===== config.mk =====
export PLATFORM = sky130hd
export DESIGN_NAME = fc_argmax_collector
export DESIGN_NICKNAME = d
export VERILOG_FILES = /design/src/rtl/fc_argmax_collector.sv
export SDC_FILE = /design/constraint.sdc
export NUM_CORES = 1
export LEC_CHECK = 0
export ABC_AREA = 1
export CORE_AREA = 10 10 107 109
export CTS_BUF_LIST = sky130_fd_sc_hd__clkbuf_8
export CTS_CLUSTER_SIZE = 10
export DETAILED_ROUTE_END_ITERATION = 16
export DIE_AREA = 0 0 117 119
export MAX_ROUTING_LAYER = met4
export PLACE_DENSITY = 0.67
export REMOVE_ABC_BUFFERS = 1
export SETUP_SLACK_MARGIN = 0.1
export SYNTH_ARGS = -nofsm -noshare
export SYNTH_HDL_FRONTEND = slang
export SYNTH_SLANG_ARGS = --single-unit

===== constraint.sdc =====
create_clock -name clk -period 2.76 [get_ports clk]
set_clock_uncertainty 0.05 [all_clocks]
set_input_delay 0.552 -clock clk [delete_from_list [all_inputs] [get_ports clk]]
set_output_delay 0.552 -clock clk [all_outputs]
set_load 0.02 [all_outputs]

===== src/rtl/fc_argmax_collector.sv =====
// fc_argmax_collector
//   Collects NUM_CLASSES signed scores from the FC neuron bank, one per
//   accepted handshake in index order, and reports the index of the largest
//   score. Ties keep the lower index.
//
//   Optional feature: define FC_ARGMAX_SCORE_OUT_EN to add the max_score
//   output, which holds the winning score alongside class_out.
//
// Ports
//   clk         in   single clock, rising edge
//   rst         in   asynchronous active-high reset
//   start       in   one-cycle pulse; begins (or restarts) a collection
//   fc_enable   out  enable for the FC neuron bank, high only while collecting
//   score_valid in   score_in carries one neuron result this cycle
//   score_in    in   signed neuron result, presented in index order
//   score_ready out  high while collecting; accept = score_valid & score_ready
//   class_out   out  index of the winning class
//   done        out  level; class_out (and max_score) valid
//   max_score   out  winning score (only with FC_ARGMAX_SCORE_OUT_EN)
module fc_argmax_collector #(
    parameter int unsigned NUM_CLASSES = 10,
    parameter int unsigned SCORE_W     = 38,
    parameter int unsigned IDX_W       = 4
) (
    input  logic                      clk,
    input  logic                      rst,
    input  logic                      start,
    output logic                      fc_enable,
    input  logic                      score_valid,
    input  logic signed [SCORE_W-1:0] score_in,
    output logic                      score_ready,
    output logic        [IDX_W-1:0]   class_out,
    output logic                      done
`ifdef FC_ARGMAX_SCORE_OUT_EN
    ,
    output logic signed [SCORE_W-1:0] max_score
`endif
);

    localparam logic signed [SCORE_W-1:0] MIN_SCORE = {1'b1, {(SCORE_W-1){1'b0}}};
    localparam logic        [IDX_W-1:0]   LAST_IDX  = IDX_W'(NUM_CLASSES - 1);

    typedef enum logic [1:0] {
        StIdle,
        StCollect,
        StDone
    } state_e;

    state_e                     state;
    logic        [IDX_W-1:0]    cnt;
    logic signed [SCORE_W-1:0]  run_max;
    logic        [IDX_W-1:0]    best_idx;

    logic better;
    logic last;

    // Strictly greater: an equal later score never displaces an earlier one.
    assign better = score_in > run_max;
    assign last   = cnt == LAST_IDX;

    // fc_enable is registered and tracks the COLLECT state exactly.
    assign score_ready = fc_enable;

    always_ff @(posedge clk or posedge rst) begin
        if (rst) begin
            state     <= StIdle;
            cnt       <= '0;
            run_max   <= MIN_SCORE;
            best_idx  <= '0;
            fc_enable <= 1'b0;
            done      <= 1'b0;
            class_out <= '0;
`ifdef FC_ARGMAX_SCORE_OUT_EN
            max_score <= '0;
`endif
        end else begin
            unique case (state)
                StIdle: begin
                    if (start) begin
                        state     <= StCollect;
                        cnt       <= '0;
                        run_max   <= MIN_SCORE;
                        best_idx  <= '0;
                        fc_enable <= 1'b1;
                    end
                end
                StCollect: begin
                    // start wins over a coincident score: the score is dropped.
                    if (start) begin
                        cnt      <= '0;
                        run_max  <= MIN_SCORE;
                        best_idx <= '0;
                    end else if (score_valid) begin
                        if (better) begin
                            run_max  <= score_in;
                            best_idx <= cnt;
                        end
                        if (last) begin
                            // Fold the final comparison straight into the result.
                            state     <= StDone;
                            fc_enable <= 1'b0;
                            done      <= 1'b1;
                            class_out <= better ? cnt : best_idx;
`ifdef FC_ARGMAX_SCORE_OUT_EN
                            max_score <= better ? score_in : run_max;
`endif
                        end else begin
                            cnt <= cnt + 1'b1;
                        end
                    end
                end
                StDone: begin
                    if (start) begin
                        state     <= StCollect;
                        cnt       <= '0;
                        run_max   <= MIN_SCORE;
                        best_idx  <= '0;
                        fc_enable <= 1'b1;
                        done      <= 1'b0;
                    end
                end
                default: begin
                    state     <= StIdle;
                    fc_enable <= 1'b0;
                    done      <= 1'b0;
                end
            endcase
        end
    end

endmodule


==> results_dict.tcl <==
set metrics [dict create \
    synthArstFlopShare_pct 100 \
    netlist_area_sq_um 3670 \
    power_mw 3.23 \
    worstPathMaxFanout 7 \
    finalHoldViolCount 0 \
    rows 36 \
    final_cell_area_sq_um 4640 \
    cts_tree "done" \
    synth_top_family_by_area "simple AND/OR/NAND/NOR gates" \
    dieArea_sq_um 13900 \
    n_antenna_cell 0 \
    ys.flop_type "dfrtp_1" \
    outcome "finished clean" \
    power.leakage_nw 2.45 \
    synth.area.top_cells "dfrtp_1 36%, nand2_1 15%, ha_1 14%" \
    die_w_um 117 \
    maxCapViolCount 0 \
    cp.required_ns 2.96 \
    synth_top_cell_area_share_pct 36.1 \
    startpoint "score_in[20]" \
    grt_pass1_vias 3361 \
    initial_core_util_pct 38.8 \
    placed_area_sq_um 4380 \
    io_pins 49 \
    hold_class "reg -> reg" \
    ant_nets 0 \
    synth_warnings 0 \
    multi_input_area_sq_um 1990 \
    synth_xor_area_share_pct 0 \
    viasPerCell 4.88 \
    place.gp.congestion 0.833 \
    min_period_over_period_pct 92.9 \
    insertion_delay_ns 0.32 \
    arrival_ns 2.77 \
    tns_ns 0 \
    yosysMostFrequentCell "nand2_1" \
    io_buffers 48 \
    cts_sinks 54 \
    synth_edf_count 0 \
    core-area_sq_um 9460 \
    synth_common_cells "151 x nand2_1, 70 x inv_1, 53 x dfrtp_1" \
    clockRootBuffer "clkbuf_8" \
    start_kind "primary input" \
    area_delta_synth_final_pct 26.4 \
    ff_latch_area_sq_um 1350 \
    synth.area.mux_share_pct 0 \
    rsz0062_at_grt "false" \
    endpoint_kind "register" \
    utilization_pct 49.0 \
    report.final.slew_viol_count 0 \
    cts_buffers 5 \
    ys_ff_latch 54 \
    yosys.area_share.simple_pct 34.2 \
    clk_transition_reported_paths_ns 0.10 \
    drc 0 \
    fill_cells 905 \
    timing.rr.end "run_max[32]$_DFFE_PP0P_" \
    drt_iter0_markers 103 \
    max_freq_mhz 390 \
    cp-endpoint "run_max[32]$_DFFE_PP0P_" \
    synthCells 493 \
    grtUsageTotal_pct 13.5 \
    ys_types 32 \
    r2r_start "run_max[29]$_DFFE_PP0P_" \
    overflow 0 \
    drive_gt1_share_pct 14.6 \
    antenna_found_initial 0 \
    powerDensity_nw_per_um2 695 \
    routed_wl_um 8980 \
    routedWlPerCell_um 13.3 \
    htreeDepth 2 \
    synth_top_area_cell "dfrtp_1" \
    synth-compound-area-share_pct 4.40 \
    dr.pass1.iters 5 \
    cts.path.max_buffers 2 \
    avgSynthCellArea_sq_um 7.44 \
    regToRegSetupSlack_ns 0.47 \
    synth_seq_area_share_pct 36.9 \
    tightest_slew_ns 0.491 \
    setup_viol 0 \
    finalNetCount 643 \
    synth_fa_ha_area_share_pct 13.6 \
    rr_worst_depth 13 \
    layout_min_cycle_time_ns 2.56 \
    vias 3302 \
    grt_start_max_net_pins 29 \
    relSlewSlack_pct 67.2 \
    die_h_um 119 \
    critPathKind "in -> reg" \
    grt_pass1_wl_um 15300 \
    vdd_drop_max_v 0.000301 \
    hpwl_um 6580 \
]
layout by cell type (no fill, tap or decap), drive strengths merged:
| cell | count |
|---|---|
| dfrtp | 53 |
| dfstp | 1 |
| dlymetal6s2s | 1 |
| ha | 40 |
| o22ai | 1 |
| clkinv | 1 |
| nor4 | 2 |
| clkdlybuf4s50 | 47 |
| bufinv | 1 |
| o21ai | 6 |
| nor3 | 3 |
| nand2 | 174 |
| clkinvlp | 1 |
| a21oi | 19 |
| a211oi | 1 |
| inv | 74 |
| nor2 | 41 |
| or2 | 2 |
| clkbuf | 7 |
| buf | 25 |
| o21a | 1 |
| a21o | 2 |
| nand4 | 6 |
| nor3b | 1 |
| nand3 | 52 |
critical path: stages:
cell and delay (ns):
clkdlybuf4s50_1 0.45, ha_1 0.30, nand2_1 0.07, nor2_2 0.15
nand2_2 0.11, nor4_2 0.31, nand2_1 0.16, nand3_4 0.15
nand2_8 0.09, nand2_8 0.13, clkbuf_16 0.16, nand2_1 0.06
nand2_1 0.06
metrics by stage:
stage	worst slack (ns)	instances	hold WS, ns
after floorplan	0.216	479	0.392
after global placement	-0.0711	664	0.401
after detailed placement	-0.113	664	0.405
after CTS	0.219	672	0.420
after global routing	0.0494	676	0.445
final	0.196	676	0.418
metal layers:
layer	share of wire [%]	GRT usage, %	up-vias
met5	0	-	-
met4	0.97	3.09	0
met3	4.8	2.86	10
met2	50	22.5	63
met1	44	16.2	1548
li1	-	-	1681
power by group:
part           switching (mW)  total (mW)  internal (mW)
combinational           0.876        1.57          0.697
sequential              0.124        1.11          0.990
clock                   0.271       0.539          0.268
total                    1.27        3.23           1.95
state kept, by name (all words and copies together), names as in the netlist:
signal     count
best_idx       4
class_out      4
run_max       38
fc_enable      1
state          2
cnt            4
done           1
logic make-up after synthesis:
group | count (synthesis)
compound gates | 30
fa+ha+maj | 40
buf+inv | 88
flops | 54
simple gates | 281
worst min-delay path by stage:
stage / end / startpoint / slack, ns / cells after the start
final: run_max[37]$_DFFE_PP1P_ / run_max[37]$_DFFE_PP1P_ / 0.42 / 2
after global routing: run_max[37]$_DFFE_PP1P_ / run_max[37]$_DFFE_PP1P_ / 0.45 / 2
after CTS: run_max[37]$_DFFE_PP1P_ / run_max[37]$_DFFE_PP1P_ / 0.42 / 2
after detailed placement: run_max[37]$_DFFE_PP1P_ / run_max[37]$_DFFE_PP1P_ / 0.41 / 2
after global placement: run_max[37]$_DFFE_PP1P_ / run_max[37]$_DFFE_PP1P_ / 0.40 / 2
after floorplan: run_max[10]$_DFFE_PP0P_ / run_max[10]$_DFFE_PP0P_ / 0.39 / 2
area by class of cell:
class                      instances  area share, %
clock buffer                       5           1.48
tap                              114           3.07
inverter                          74           5.99
timing repair buffer              75           16.6
clock inverter                     3          0.890
multi-input combinational        351           42.8
sequential                        54           29.2
timing repair:
action | 4_1_cts | 5_1_grt
gates resized for setup | 0 | 15
endpoints found under the setup margin | 0 | 38
buffers inserted | 0 | 1
hold buffers | 0 | 0
(Power assumes the default switching activity.)
